### src/rtl/subtrator_serial_controle_pkg.sv
// Shared definitions for the bit-serial subtractor: default width and the
// controller state encoding.
package subtrator_serial_controle_pkg;

   localparam int unsigned N_DEFAULT = 8;

   typedef enum logic [1:0] {
      OCIOSO = 2'd0,
      CALC   = 2'd1,
      FIM    = 2'd2
   } state_t;

endpackage

### src/rtl/subtrator_completo.sv
// One-bit full subtractor cell: S = A - B - Cin, Cout = borrow out.
module subtrator_completo (
   input  logic A,
   input  logic B,
   input  logic Cin,
   output logic S,
   output logic Cout
);

   assign S    = A ^ B ^ Cin;
   assign Cout = (~A & B) | (~(A ^ B) & Cin);

endmodule

### src/rtl/subtrator_serial_controle.sv
// Bit-serial N-bit subtractor: one full-subtractor cell walked over the
// operands LSB-first, one bit per clock, with a start/busy/done handshake.
module subtrator_serial_controle
   import subtrator_serial_controle_pkg::*;
#(
   parameter int unsigned N = N_DEFAULT
) (
   input  logic         clk,
   input  logic         rst,
   input  logic         start,
   input  logic [N-1:0] A,
   input  logic [N-1:0] B,
   input  logic         Cin,
   output logic         busy,
   output logic         done,
   output logic [N-1:0] S,
   output logic         Cout
);

   localparam int unsigned CW = (N > 1) ? $clog2(N) : 1;
   localparam int unsigned RW = N - 1;

   state_t          state;
   state_t          state_nxt;
   logic [N-1:0]    a_sh;
   logic [N-1:0]    b_sh;
   logic [RW-1:0]   r_sh;
   logic            borrow_reg;
   logic [CW-1:0]   cnt;
   logic            load;
   logic            step;
   logic            last;
   logic            d_bit;
   logic            b_bit;

   subtrator_completo u_cell (
      .A    (a_sh[0]),
      .B    (b_sh[0]),
      .Cin  (borrow_reg),
      .S    (d_bit),
      .Cout (b_bit)
   );

   always_ff @(posedge clk) begin
      if (rst) begin
         state <= OCIOSO;
      end else begin
         state <= state_nxt;
      end
   end

   // Next state and datapath controls; start is only honoured in OCIOSO/FIM
   always_comb begin
      state_nxt = OCIOSO;
      load      = 1'b0;
      step      = 1'b0;
      last      = 1'b0;
      case (state)
         OCIOSO, FIM: begin
            if (start) begin
               load      = 1'b1;
               state_nxt = CALC;
            end
         end
         CALC: begin
            step      = 1'b1;
            last      = (cnt == CW'(N - 1));
            state_nxt = last ? FIM : CALC;
         end
         default: state_nxt = OCIOSO;
      endcase
   end

   always_ff @(posedge clk) begin
      if (rst) begin
         a_sh       <= '0;
         b_sh       <= '0;
         r_sh       <= '0;
         borrow_reg <= 1'b0;
         cnt        <= '0;
      end else if (load) begin
         a_sh       <= A;
         b_sh       <= B;
         r_sh       <= '0;
         borrow_reg <= Cin;
         cnt        <= '0;
      end else if (step) begin
         a_sh       <= {1'b0, a_sh[N-1:1]};
         b_sh       <= {1'b0, b_sh[N-1:1]};
         r_sh       <= RW'({d_bit, r_sh} >> 1);
         borrow_reg <= b_bit;
         cnt        <= cnt + CW'(1);
      end
   end

   // Result only moves on the edge that enters FIM; the last bit bypasses r_sh
   always_ff @(posedge clk) begin
      if (rst) begin
         S    <= '0;
         Cout <= 1'b0;
      end else if (last) begin
         S    <= {d_bit, r_sh};
         Cout <= b_bit;
      end
   end

   assign busy = (state == CALC);
   assign done = (state == FIM);

endmodule

### config.mk
export PLATFORM = sky130hd
export DESIGN_NAME = subtrator_serial_controle
export DESIGN_NICKNAME = d
export VERILOG_FILES = /design/src/rtl/subtrator_serial_controle_pkg.sv /design/src/rtl/subtrator_completo.sv /design/src/rtl/subtrator_serial_controle.sv
export SDC_FILE = /design/constraint.sdc
export NUM_CORES = 1
export LEC_CHECK = 0
export ABC_AREA = 1
export CORE_MARGIN = 10
export CORE_UTILIZATION = 47
export CTS_BUF_LIST = sky130_fd_sc_hd__clkbuf_8
export DETAILED_ROUTE_END_ITERATION = 8
export PLACE_DENSITY = 0.74
export SLEW_MARGIN = 20
export SYNTH_ARGS = -nofsm -noshare
export SYNTH_HDL_FRONTEND = slang
export SYNTH_SLANG_ARGS = --single-unit
### constraint.sdc
create_clock -name clk -period 1.5 [get_ports clk]
set_input_delay 0.3 -clock clk [delete_from_list [all_inputs] [get_ports clk]]
set_output_delay 0.3 -clock clk [all_outputs]
set_load 0.02 [all_outputs]
; Yosys cells after proc, flatten, opt, wreduce, memory -nomap -nowiden
; Index checks and enable logic that the tools add are counted.
[word_totals]
elab_cells = 36
input_bits = 20
reg_bits = 38
out_inout_bits = 11
[op_classes]
reduce_logical = 4
bitwise_logic = 7
mux = 13
n_addsub = 1
n_eq_ne = 3
[ops]
columns = op, count
row1 = 8-bit 2-to-1 mux, 4
row2 = 1-bit 2-to-1 mux, 7
row3 = 2-bit one-hot mux with 2 select lines, 1
row4 = 2-bit OR reduction, 2
row5 = "3-bit by 1-bit adder with 3-bit output, second input constant", 1
row6 = "3-bit equality test, second input constant", 1
row7 = 1-bit bitwise AND, 2
row8 = "2-bit by 1-bit equality test with 1-bit output, second input constant", 1
row9 = "2-bit equality test, second input constant", 1
row10 = 2-bit logical NOT, 1
row11 = 2-bit 2-to-1 mux, 1
row12 = 1-bit inverter, 2
row13 = 2-bit nonzero test, 1
row14 = 1-bit XOR, 2
row15 = 1-bit bitwise OR, 1

; Logic depth before layout (Yosys ltp)
; Gate-level depths: netlist of run 1.
[logic_depth]
depth_word = 6
mapped_depth = 8
mapped_depth_nobuf = 8

; Cells and area by module
; Synthesis of run 1 repeated with hierarchy kept, for this count alone.
[unflattened]
cells_unflattened = 238
area_unflattened_um2 = 1816.7
[by_module_without_submodules]
columns = module, seq_area_each_um2, instances, area_per_inst_um2, cells_per_inst
row1 = subtrator_serial_controle, 760.7, 1, 1785.5, 234
row2 = subtrator_completo, 0.0, 1, 31.3, 4

; Worst setup path after synthesis of run 1
; Ideal clock, no wire load.
[synth_path]
path_type = register -> register
startpoint = register cnt[0]
endpoint = register S[1]
path_buffers = 0
required_time_ns = 1.388
setup_time_ns = 0.112
arrival_time_ns = 1.062
slack_ns = 0.326
path_stages_with_launch = 9
period_less_slack_ns = 1.174
path_cell_list = dfxtp_1 -> ha_1 -> ha_1 -> inv_1 -> nor2_8 -> nand2_2 -> inv_1 -> nand2_1 -> nand2_1
[synth_via]
elab_chain_cells = 2
[synth_lines]
columns = element, line_no
row1 = start: declaration, subtrator_serial_controle.sv:29  ; logic [CW-1:0] cnt;
row2 = start signal: assignment, subtrator_serial_controle.sv:92  ; cnt <= cnt + CW'(1);
row3 = 3-bit equality test, subtrator_serial_controle.sv:67  ; last = (cnt == CW'(N - 1));
row4 = 1-bit 2-to-1 mux, subtrator_serial_controle.sv:58  ; case (state)
row5 = end signal: assignment, subtrator_serial_controle.sv:102  ; S <= {d_bit, r_sh};
row6 = end: declaration, subtrator_serial_controle.sv:16  ; output logic [N-1:0] S,
; Every way passes these cells.
; A chain may end at the register's enable or synchronous reset.

; Worst setup path in the final report of run 1
[layout_path]
startpoint = register state[1]
endpoint = output busy
[layout_via]
elab_chain_cells = 1
[layout_lines]
columns = element, line_no
row1 = start: declaration, subtrator_serial_controle.sv:23  ; state_t state;
row2 = start signal: assignment, subtrator_serial_controle.sv:48  ; state <= state_nxt;
row3 = 2-bit by 1-bit equality test with 1-bit output, subtrator_serial_controle.sv:107  ; assign busy = (state == CALC);
row4 = end: declaration, subtrator_serial_controle.sv:14  ; output logic busy,
; Every way passes these cells.

==> impl_metrics.env, run 1 <==
export IMPL_outcome="complete, no violations"
export IMPL_required_ns=1.20
export IMPL_synthArstFlopShare_pct=0
export IMPL_cts_tree="yes"
export IMPL_totalWireLength_mm=3.65
export IMPL_post_cts_buffers=0
export IMPL_wl_per_cell_um=11.4
export IMPL_clk_pin_slew_ns=0.07
export IMPL_peakVddDrop_mv=0.719
export IMPL_io_pins=31
export IMPL_die_w_um=81.1
export IMPL_ys_types=24
export IMPL_path_class="reg2out"
export IMPL_layout_drive_gt1_share_pct=14.4
export IMPL_grt_usage_pct=11.7
export IMPL_synth_top_area_share_pct=43.4
export IMPL_whs_ns=0.464
export IMPL_first_iter_violations=71
export IMPL_hold_path_end="a_sh[7]$_SDFFE_PP0P_"
export IMPL_finalCritPeriodShare_pct=95.9
export IMPL_path_cells="inv_2 > nand2_8 > inv_2 > dlygate4sd2_1"
export IMPL_syn_instance_count=233
export IMPL_finalHoldViolations=0
export IMPL_synthTopCellsByCount="nand2_1, dfxtp_1, nor2_1, inv_1, nand3_1"
export IMPL_h_tree_depth=2
export IMPL_dr_pass1_iters=4
export IMPL_start_util_pct=48.3
export IMPL_syn_to_final_growth_pct=27.1
export IMPL_drc=0
export IMPL_root_buffer="clkbuf_8"
export IMPL_synthesis_nets=256
export IMPL_vias=1454
export IMPL_finalSetupViolCount=0
export IMPL_yosys_warnings=0
export IMPL_fp_dieArea_um2=6580
export IMPL_avgSynthCellArea_um2=7.53
export IMPL_total_power_mw=2.48
export IMPL_worstSkewPairLatency_ns=0.29
export IMPL_rsz0062_at_grt="no"
export IMPL_gp_congestion=0.754
export IMPL_tightest_slew_ns=0.320
export IMPL_stdcell_area_um2=2230
export IMPL_end_kind="output port"
export IMPL_core_area_um2=3630
export IMPL_rr_startpoint="state[0]$_SDFF_PP0_"
export IMPL_yosys_top_cells_area="dfxtp_1, nand2_1, nor2_1"
export IMPL_cts_sinks=38
export IMPL_finalMaxSlewViolations=0
export IMPL_viasPerCell=4.56
export IMPL_multi_input_area_um2=759
export IMPL_diodes=0
export IMPL_dpl_cell_area_um2=2100
export IMPL_cts_repair_resized=12
export IMPL_yosysMostFrequentCell="nand2_1"
export IMPL_cp_max_fo=3
export IMPL_first_global_vias=1404
export IMPL_r2r_cells=6
export IMPL_hp_class="reg2reg"
export IMPL_ant_nets=0
export IMPL_fin_skew_ns=0.00583
export IMPL_fillCellCount=339
export IMPL_syn_area_um2=1750
export IMPL_die_h_um=81.1
export IMPL_regArea_um2=762
export IMPL_r2r_end="a_sh[4]$_SDFFE_PP0P_"
export IMPL_maxSlewHeadroom_pct=78.7
export IMPL_max_freq_mhz=695
export IMPL_place_hpwl_mm=2.60
export IMPL_synth_top_area_cell="dfxtp_1"
export IMPL_grt_max_degree=28
export IMPL_p_leak_nw=1.10
export IMPL_regToRegSetupSlack_ns=0.16
export IMPL_powerDensity_nw_per_um2=1110
export IMPL_crit_arrival_ns=1.14
export IMPL_cts_inserted_buffers=5
export IMPL_nets=293
export IMPL_rows=22
export IMPL_period_needed_ns=1.44
export IMPL_start_kind="register"
export IMPL_overflow=0
export IMPL_antenna_found_initial=0
export IMPL_cts_buffer_depth=2
export IMPL_slowest_stage="dlygate4sd2_1"
export IMPL_min_from="a_sh[7]$_SDFFE_PP0P_"
export IMPL_synth_seq_cells=38
export IMPL_reg_top3="S (8), a_sh (8), b_sh (8)"
export IMPL_port_buffers=30
export IMPL_whs_path_depth=2
export IMPL_maxCapViolations=0
export IMPL_synth_edff_count=0
export IMPL_ys_flop_type="dfxtp_1"
export IMPL_grt_pass1_wl_mm=6.17
export IMPL_placed_cells=311
export IMPL_layout_cells_non_filler=319
export IMPL_crit_top_cell="inv_2"
export IMPL_max_stage_delay_ns=0.33
export IMPL_cts_hold_buffers=0
export IMPL_yosysSeqAreaShare_pct=43.4
-- area by class of cell --
cell class	instances	share of cell area (%)
multi-input cells	149	34.1
repair buffers	39	16.4
inverters	37	6.45
flip-flops and latches	38	34.2
clock buffers	5	3.09
clock inverters	3	3.09
well taps	48	2.69
-- routing by layer --
| layer | wire length (um) | vias to the layer above | GRT usage [%] |
|---|---|---|---|
| li1 | - | 787 | - |
| met4 | 59 | 0 | 6.06 |
| met3 | 206 | 7 | 3.75 |
| met5 | 0 | - | 0 |
| met1 | 1590 | 633 | 13.1 |
| met2 | 1790 | 27 | 19.6 |
-- worst max-delay path by stage --
stage               slack, ns  cells after the start                    to                start
finish                   0.06                      4                  busy  state[1]$_SDFF_PP0_
global placement       -0.004                      6   cnt[0]$_SDFFE_PP0P_                start
CTS                      0.03                      3                  done  state[1]$_SDFF_PP0_
detailed placement      -0.03                      6  r_sh[2]$_SDFFE_PP0P_                start
floorplan                0.33                      8     S[1]$_SDFFE_PP0P_  cnt[0]$_SDFFE_PP0P_
global route            0.006                      4                  busy  state[1]$_SDFF_PP0_
-- through the flow --
stage	worst slack (ns)	setup TNS (ns)	utilization, %
CTS	0.0251	0	61.4
global route	0.00596	0	61.4
finish	0.0610	0	61.4
detailed placement	-0.0253	-0.198	57.9
global placement	-0.00362	-0.00362	57.9
floorplan	0.326	0	-
-- worst max-delay path: cells and delay by family, from the launching register on --
family	cells	cell delay (ns)
buffers and inverters	3	0.49
flip-flops	1	0.31
AND/OR/NAND/NOR	1	0.05
-- cell usage in the layout, fill, tap and decap left out, drive strengths merged --
cell / synthesis / routed
clkbuf: 0 / 5
bufinv: 0 / 2
clkdlybuf4s50: 0 / 19
clkinv: 0 / 1
nor2: 37 / 37
nand2: 53 / 53
o21ai: 21 / 21
dlygate4sd2: 0 / 11
inv: 37 / 37
nand3: 18 / 18
xor2: 1 / 1
a21oi: 16 / 16
fa: 1 / 1
dfxtp: 38 / 38
buf: 9 / 9
ha: 2 / 2
-- logic make-up (layout without fill, tap and decap cells) --
| kind of cell | Yosys count | in the layout | synth area share (%) |
|---|---|---|---|
| and+or+nand+nor | 108 | 108 | 28.4 |
| buffers and inverters | 46 | 84 | 13.3 |
| DFF | 38 | 38 | 43.4 |
| AOI/OAI and AO/OA | 37 | 37 | 11.8 |
| adders and majority gates | 3 | 3 | 2.57 |
| xor gates and xnor gates | 1 | 1 | 0.499 |
-- power by group --
group          switching, mW  internal [mW]  leakage [nW]  total [mW]
Sequential            0.0304           1.06         0.311        1.10
Combinational          0.199          0.155         0.720       0.353
Clock                  0.361          0.666        0.0683        1.03
Power figures use the tool's default switching activity.
==> inputs of run 2 (changes only) <==
- CTS_BUF_LIST: sky130_fd_sc_hd__clkbuf_8 -> default
- GPL_TIMING_DRIVEN: default -> 1
- PLACE_DENSITY: 0.74 -> 0.77
- clock period: 1.5 -> 1.22 ns (I/O delays scaled with it)
==> run 2 against run 1 <==
Sequential share of layout area fell by 2.3 points. Sequential power grew 23%. Register-to-register slack lost 0.16 ns. Largest cell class is now multi-input combinational cells. Wire length grew 11%. Clock-buffer cell count rose by 1. Total power rose by 28%. Global-route usage up 0.37 points. Highest routed layer unchanged. Combinational power grew 44%. Die area is the same. Via count increased by 5.3%.
==> impl_metrics.env, run 2 (synthesis gave the netlist of run 1 again) <==
export IMPL_overflow=0
export IMPL_grt_pass1_wl_mm=6.26
export IMPL_layout_drive_gt1_share_pct=23.6
export IMPL_root_buffer="clkbuf_8"
export IMPL_nets=302
export IMPL_cts_hold_buffers=0
export IMPL_setup_ws_ns=0.00385
export IMPL_path_class="reg2reg"
export IMPL_first_global_vias=1355
export IMPL_max_freq_mhz=822
export IMPL_syn_to_final_growth_pct=37.5
export IMPL_hp_class="reg2reg"
export IMPL_period_needed_ns=1.22
export IMPL_placed_cells=314
export IMPL_cp_max_fo=2
export IMPL_finalSetupTns_ns=0
export IMPL_io_pins=31
export IMPL_path_cells="inv_2 > fa_2 > nand2_1 > a21oi_1"
export IMPL_h_tree_depth=2
export IMPL_stdcell_area_um2=2410
export IMPL_dr_pass1_iters=5
export IMPL_cts_buffer_depth=2
export IMPL_gp_congestion=0.774
export IMPL_peakVddDrop_mv=0.745
export IMPL_crit_arrival_ns=1.45
export IMPL_max_stage_delay_ns=0.58
export IMPL_fin_skew_ns=0.00602
export IMPL_outcome="complete, no violations"
export IMPL_min_from="S[4]$_SDFFE_PP0P_"
export IMPL_finalHoldViolations=0
export IMPL_cts_inserted_buffers=5
export IMPL_maxSlewHeadroom_pct=75.6
export IMPL_cts_sinks=38
export IMPL_reg_top3="S (8), a_sh (8), b_sh (8)"
export IMPL_vias=1531
export IMPL_dp_slack_ns=-0.262
export IMPL_grt_max_degree=28
export IMPL_wl_per_cell_um=12.3
export IMPL_rsz0062_at_grt="yes"
export IMPL_slowest_stage="fa_2"
export IMPL_die_w_um=81.1
export IMPL_diodes=0
export IMPL_die_h_um=81.1
export IMPL_finalSetupViolCount=0
export IMPL_start_kind="register"
export IMPL_port_buffers=30
export IMPL_layout_cells_non_filler=328
export IMPL_required_ns=1.45
export IMPL_ant_nets=0
export IMPL_drc=0
export IMPL_fillCellCount=318
export IMPL_tightest_slew_ns=0.366
export IMPL_dpl_cell_area_um2=2110
export IMPL_worstSkewPairLatency_ns=0.30
export IMPL_rr_startpoint="borrow_reg$_SDFFE_PP0P_"
export IMPL_totalWireLength_mm=4.04
export IMPL_clk_pin_slew_ns=0.08
export IMPL_p_leak_nw=1.13
export IMPL_core_area_um2=3630
export IMPL_powerDensity_nw_per_um2=1320
export IMPL_start_util_pct=48.3
export IMPL_antenna_found_initial=0
export IMPL_r2r_cells=4
export IMPL_end_kind="register"
export IMPL_whs_path_depth=2
export IMPL_first_iter_violations=92
export IMPL_hold_path_end="S[4]$_SDFFE_PP0P_"
export IMPL_fp_dieArea_um2=6580
export IMPL_final_common_cell="nand2_1"
export IMPL_finalCritPeriodShare_pct=99.7
export IMPL_final_cell_mix="nand2_1, dfxtp_1, nor2_1"
export IMPL_r2r_end="r_sh[6]$_SDFFE_PP0P_"
export IMPL_whs_ns=0.478
export IMPL_viasPerCell=4.67
export IMPL_regToRegSetupSlack_ns=0.004
export IMPL_grt_usage_pct=12.1
export IMPL_cts_tree="yes"
export IMPL_maxCapViolations=0
export IMPL_finalMaxSlewViolations=0
export IMPL_rows=22
export IMPL_place_hpwl_mm=2.60
## run 2: power breakdown
part	internal (mW)	leakage, nW	switching, mW	total (mW)
sequential	1.31	0.313	0.0402	1.35
clock	0.872	0.0714	0.447	1.32
combinational	0.237	0.747	0.270	0.508
## run 2: cell type report
cell class / count / area [um2] / area share (%)
tap: 48 / 60.1 / 2.49
multi-input combinational: 151 / 830 / 34.4
timing repair buffer: 46 / 449 / 18.6
clock buffer: 6 / 82.6 / 3.42
inverter: 37 / 161 / 6.69
clock inverter: 2 / 60.1 / 2.49
sequential: 38 / 769 / 31.9
## run 2: repair_timing
item | in CTS | in global routing
gates cloned | 1 | 2
pin swaps | 1 | 6
setup buffers | 0 | 3
resized for setup | 33 | 33
setup endpoints to repair | 38 | 36
## run 2: worst max path at each step
stage | startpoint | cells past startpoint | endpoint
floorplan | cnt[0]$_SDFFE_PP0P_ | 8 | S[1]$_SDFFE_PP0P_
global placement | start | 5 | a_sh[6]$_SDFFE_PP0P_
detailed placement | start | 5 | a_sh[5]$_SDFFE_PP0P_
CTS | cnt[0]$_SDFFE_PP0P_ | 7 | Cout$_SDFFE_PP0P_
global route | cnt[0]$_SDFFE_PP0P_ | 7 | Cout$_SDFFE_PP0P_
finish | borrow_reg$_SDFFE_PP0P_ | 4 | r_sh[6]$_SDFFE_PP0P_
## run 2: worst max-delay path, delay by kind of cell, from the launching register on
family	cells	cell delay (ns)
flip-flops	1	0.32
adder cells (fa/ha/maj)	1	0.58
AND/OR/NAND/NOR	1	0.06
buffers and inverters	1	0.04
AO/OA/AOI/OAI	1	0.14
## run 2: stage by stage
stage / power, mW / util [%]
detailed placement: 1.80 / 58.2
floorplan: 1.68 / -
CTS: 3.12 / 62.7
global placement: 1.80 / 58.2
global route: 3.30 / 66.4
finish: 3.18 / 66.4
## run 2: layer usage
metal	global-route usage, %	wire length, um
met5	0	0
met2	18.4	1920
met4	7.27	79
met3	4.53	264
met1	14.2	1770
==> inputs of run 3 (changes only) <==
- PLACE_DENSITY: 0.77 -> 0.74
- clock period: 1.22 -> 1.2 ns (I/O delays scaled with it)
==> run 3 against run 2 <==
The flow now finishes with violations (negative setup slack). Cell area is 1.0% lower. Non-clock buffer count stayed put. Sequential share of layout area is 0.39 points higher. Clock skew hardly changed. Critical path type is now reg2out. Via count is 0.46% lower. Critical path depth stayed put. Die area stayed put. Worst setup slack worse by 0.11 ns.
==> impl_metrics.env, run 3 (synthesis gave the netlist of run 1 again) <==
export IMPL_layout_drive_gt1_share_pct=25.7
export IMPL_grt_usage_pct=12.0
export IMPL_period_needed_ns=1.30
export IMPL_wl_per_cell_um=12.0
export IMPL_ant_nets=0
export IMPL_start_kind="register"
export IMPL_finalCritPeriodShare_pct=109
export IMPL_violations="negative setup slack"
export IMPL_cts_sinks=38
export IMPL_hp_class="reg2reg"
export IMPL_worstSkewPairLatency_ns=0.29
export IMPL_crit_arrival_ns=1.06
export IMPL_regToRegSetupSlack_ns=-0.04
export IMPL_cp_max_fo=2
export IMPL_rsz0062_at_grt="yes"
export IMPL_required_ns=0.96
export IMPL_cts_inserted_buffers=5
export IMPL_cts_hold_buffers=0
export IMPL_maxCapViolations=0
export IMPL_first_global_vias=1379
export IMPL_reg_top3="S (8), a_sh (8), b_sh (8)"
export IMPL_h_tree_depth=2
export IMPL_finalSetupTns_ns=-0.152
export IMPL_first_iter_violations=96
export IMPL_whs_path_depth=2
export IMPL_finalSetupViolCount=4
export IMPL_r2r_cells=4
export IMPL_fp_dieArea_um2=6580
export IMPL_core_area_um2=3630
export IMPL_viasPerCell=4.65
export IMPL_final_cell_mix="nand2_1, dfxtp_1, nor2_1"
export IMPL_port_buffers=30
export IMPL_end_kind="output port"
export IMPL_tightest_slew_ns=0.376
export IMPL_gp_congestion=0.769
export IMPL_io_pins=31
export IMPL_r2r_end="r_sh[6]$_SDFFE_PP0P_"
export IMPL_cts_buffer_depth=2
export IMPL_finalHoldViolations=0
export IMPL_p_leak_nw=1.12
export IMPL_nets=302
export IMPL_outcome="finished with violations"
export IMPL_vias=1524
export IMPL_die_w_um=81.1
export IMPL_grt_max_degree=28
export IMPL_grt_pass1_wl_mm=6.22
export IMPL_overflow=0
export IMPL_final_common_cell="nand2_1"
export IMPL_place_hpwl_mm=2.59
export IMPL_diodes=0
export IMPL_fin_skew_ns=0.00609
export IMPL_path_class="reg2out"
export IMPL_rows=22
export IMPL_max_freq_mhz=766
export IMPL_peakVddDrop_mv=0.799
export IMPL_drc=0
export IMPL_powerDensity_nw_per_um2=1170
export IMPL_cts_tree="yes"
export IMPL_finalMaxSlewViolations=0
export IMPL_start_util_pct=48.3
export IMPL_root_buffer="clkbuf_8"
export IMPL_dr_pass1_iters=4
export IMPL_clk_pin_slew_ns=0.07
export IMPL_min_from="a_sh[7]$_SDFFE_PP0P_"
export IMPL_maxSlewHeadroom_pct=74.9
export IMPL_total_power_mw=2.78
export IMPL_totalWireLength_mm=3.93
export IMPL_die_h_um=81.1
export IMPL_setup_ws_ns=-0.105
export IMPL_hold_path_end="a_sh[7]$_SDFFE_PP0P_"
export IMPL_antenna_found_initial=0
export IMPL_rr_startpoint="b_sh[0]$_SDFFE_PP0P_"
export IMPL_syn_to_final_growth_pct=36.1
==> run 3: cell types whose count changed in the layout (fill, tap and decap cells not counted), moves of 2 or more <==
cell       delta
bufinv_16     -2
nor2_1        -3
nor2_2        +3
buf_6         +2
==> run 3: critical path: stages, from the launching register on <==
cell	delay, ns
dfxtp_2	0.35
inv_4	0.05
buf_4	0.13
nor2_2	0.11
buf_6	0.13
==> run 3: through the flow <==
| step | instances | cell area [um2] | setup slack (ns) | hold WS, ns | utilization, % |
|---|---|---|---|---|---|
| after CTS | 324 | 2290 | -0.101 | 0.465 | 62.9 |
| after global routing | 328 | 2390 | -0.159 | 0.483 | 65.7 |
| final | 328 | 2390 | -0.105 | 0.466 | 65.7 |
| after detailed placement | 315 | 2130 | -0.272 | 0.455 | 58.7 |
| after floorplan | 233 | 1750 | 0.0257 | 0.375 | - |
| after global placement | 315 | 2130 | -0.250 | 0.448 | 58.7 |
==> run 3: cell type report <==
| class | count | area [um2] |
|---|---|---|
| Fill cell | 314 | 1250 |
| Multi-Input combinational cell | 151 | 848 |
| Sequential cell | 38 | 771 |
| Timing Repair Buffer | 46 | 450 |
| Inverter | 37 | 166 |
| Clock buffer | 7 | 86.3 |
| Tap cell | 48 | 60.1 |
| Clock inverter | 1 | 5.00 |
==> run 3: power breakdown <==
group	leakage (nW)	internal, mW	switching [mW]
clock	0.0482	0.463	0.427
sequential	0.313	1.33	0.0409
combinational	0.759	0.240	0.281
total	1.12	2.04	0.749
==> run 3: repair_timing <==
action	4_1_cts	5_1_grt
endpoints found under the setup margin	39	48
cloned	0	2
pin swaps	4	6
resized for setup	41	36
hold endpoints to repair	0	0
setup buffers	1	2
==> run 3: how the worst max path moves through the flow <==
stage               slack (ns)                start                  end
floorplan                 0.03  cnt[0]$_SDFFE_PP0P_    S[1]$_SDFFE_PP0P_
global placement         -0.25                start  cnt[0]$_SDFFE_PP0P_
detailed placement       -0.27                start  cnt[0]$_SDFFE_PP0P_
CTS                      -0.10  state[1]$_SDFF_PP0_                 done
global route             -0.16  state[1]$_SDFF_PP0_                 done
finish                   -0.10  state[1]$_SDFF_PP0_                 done
==> run 3: routing by layer <==
layer	part of all wire [%]	GRT usage, %	up-vias
li1	-	-	814
met1	44	13.3	670
met2	48	19.8	34
met3	5.8	4.08	6
met4	1.7	6.75	0
met5	0	0	-
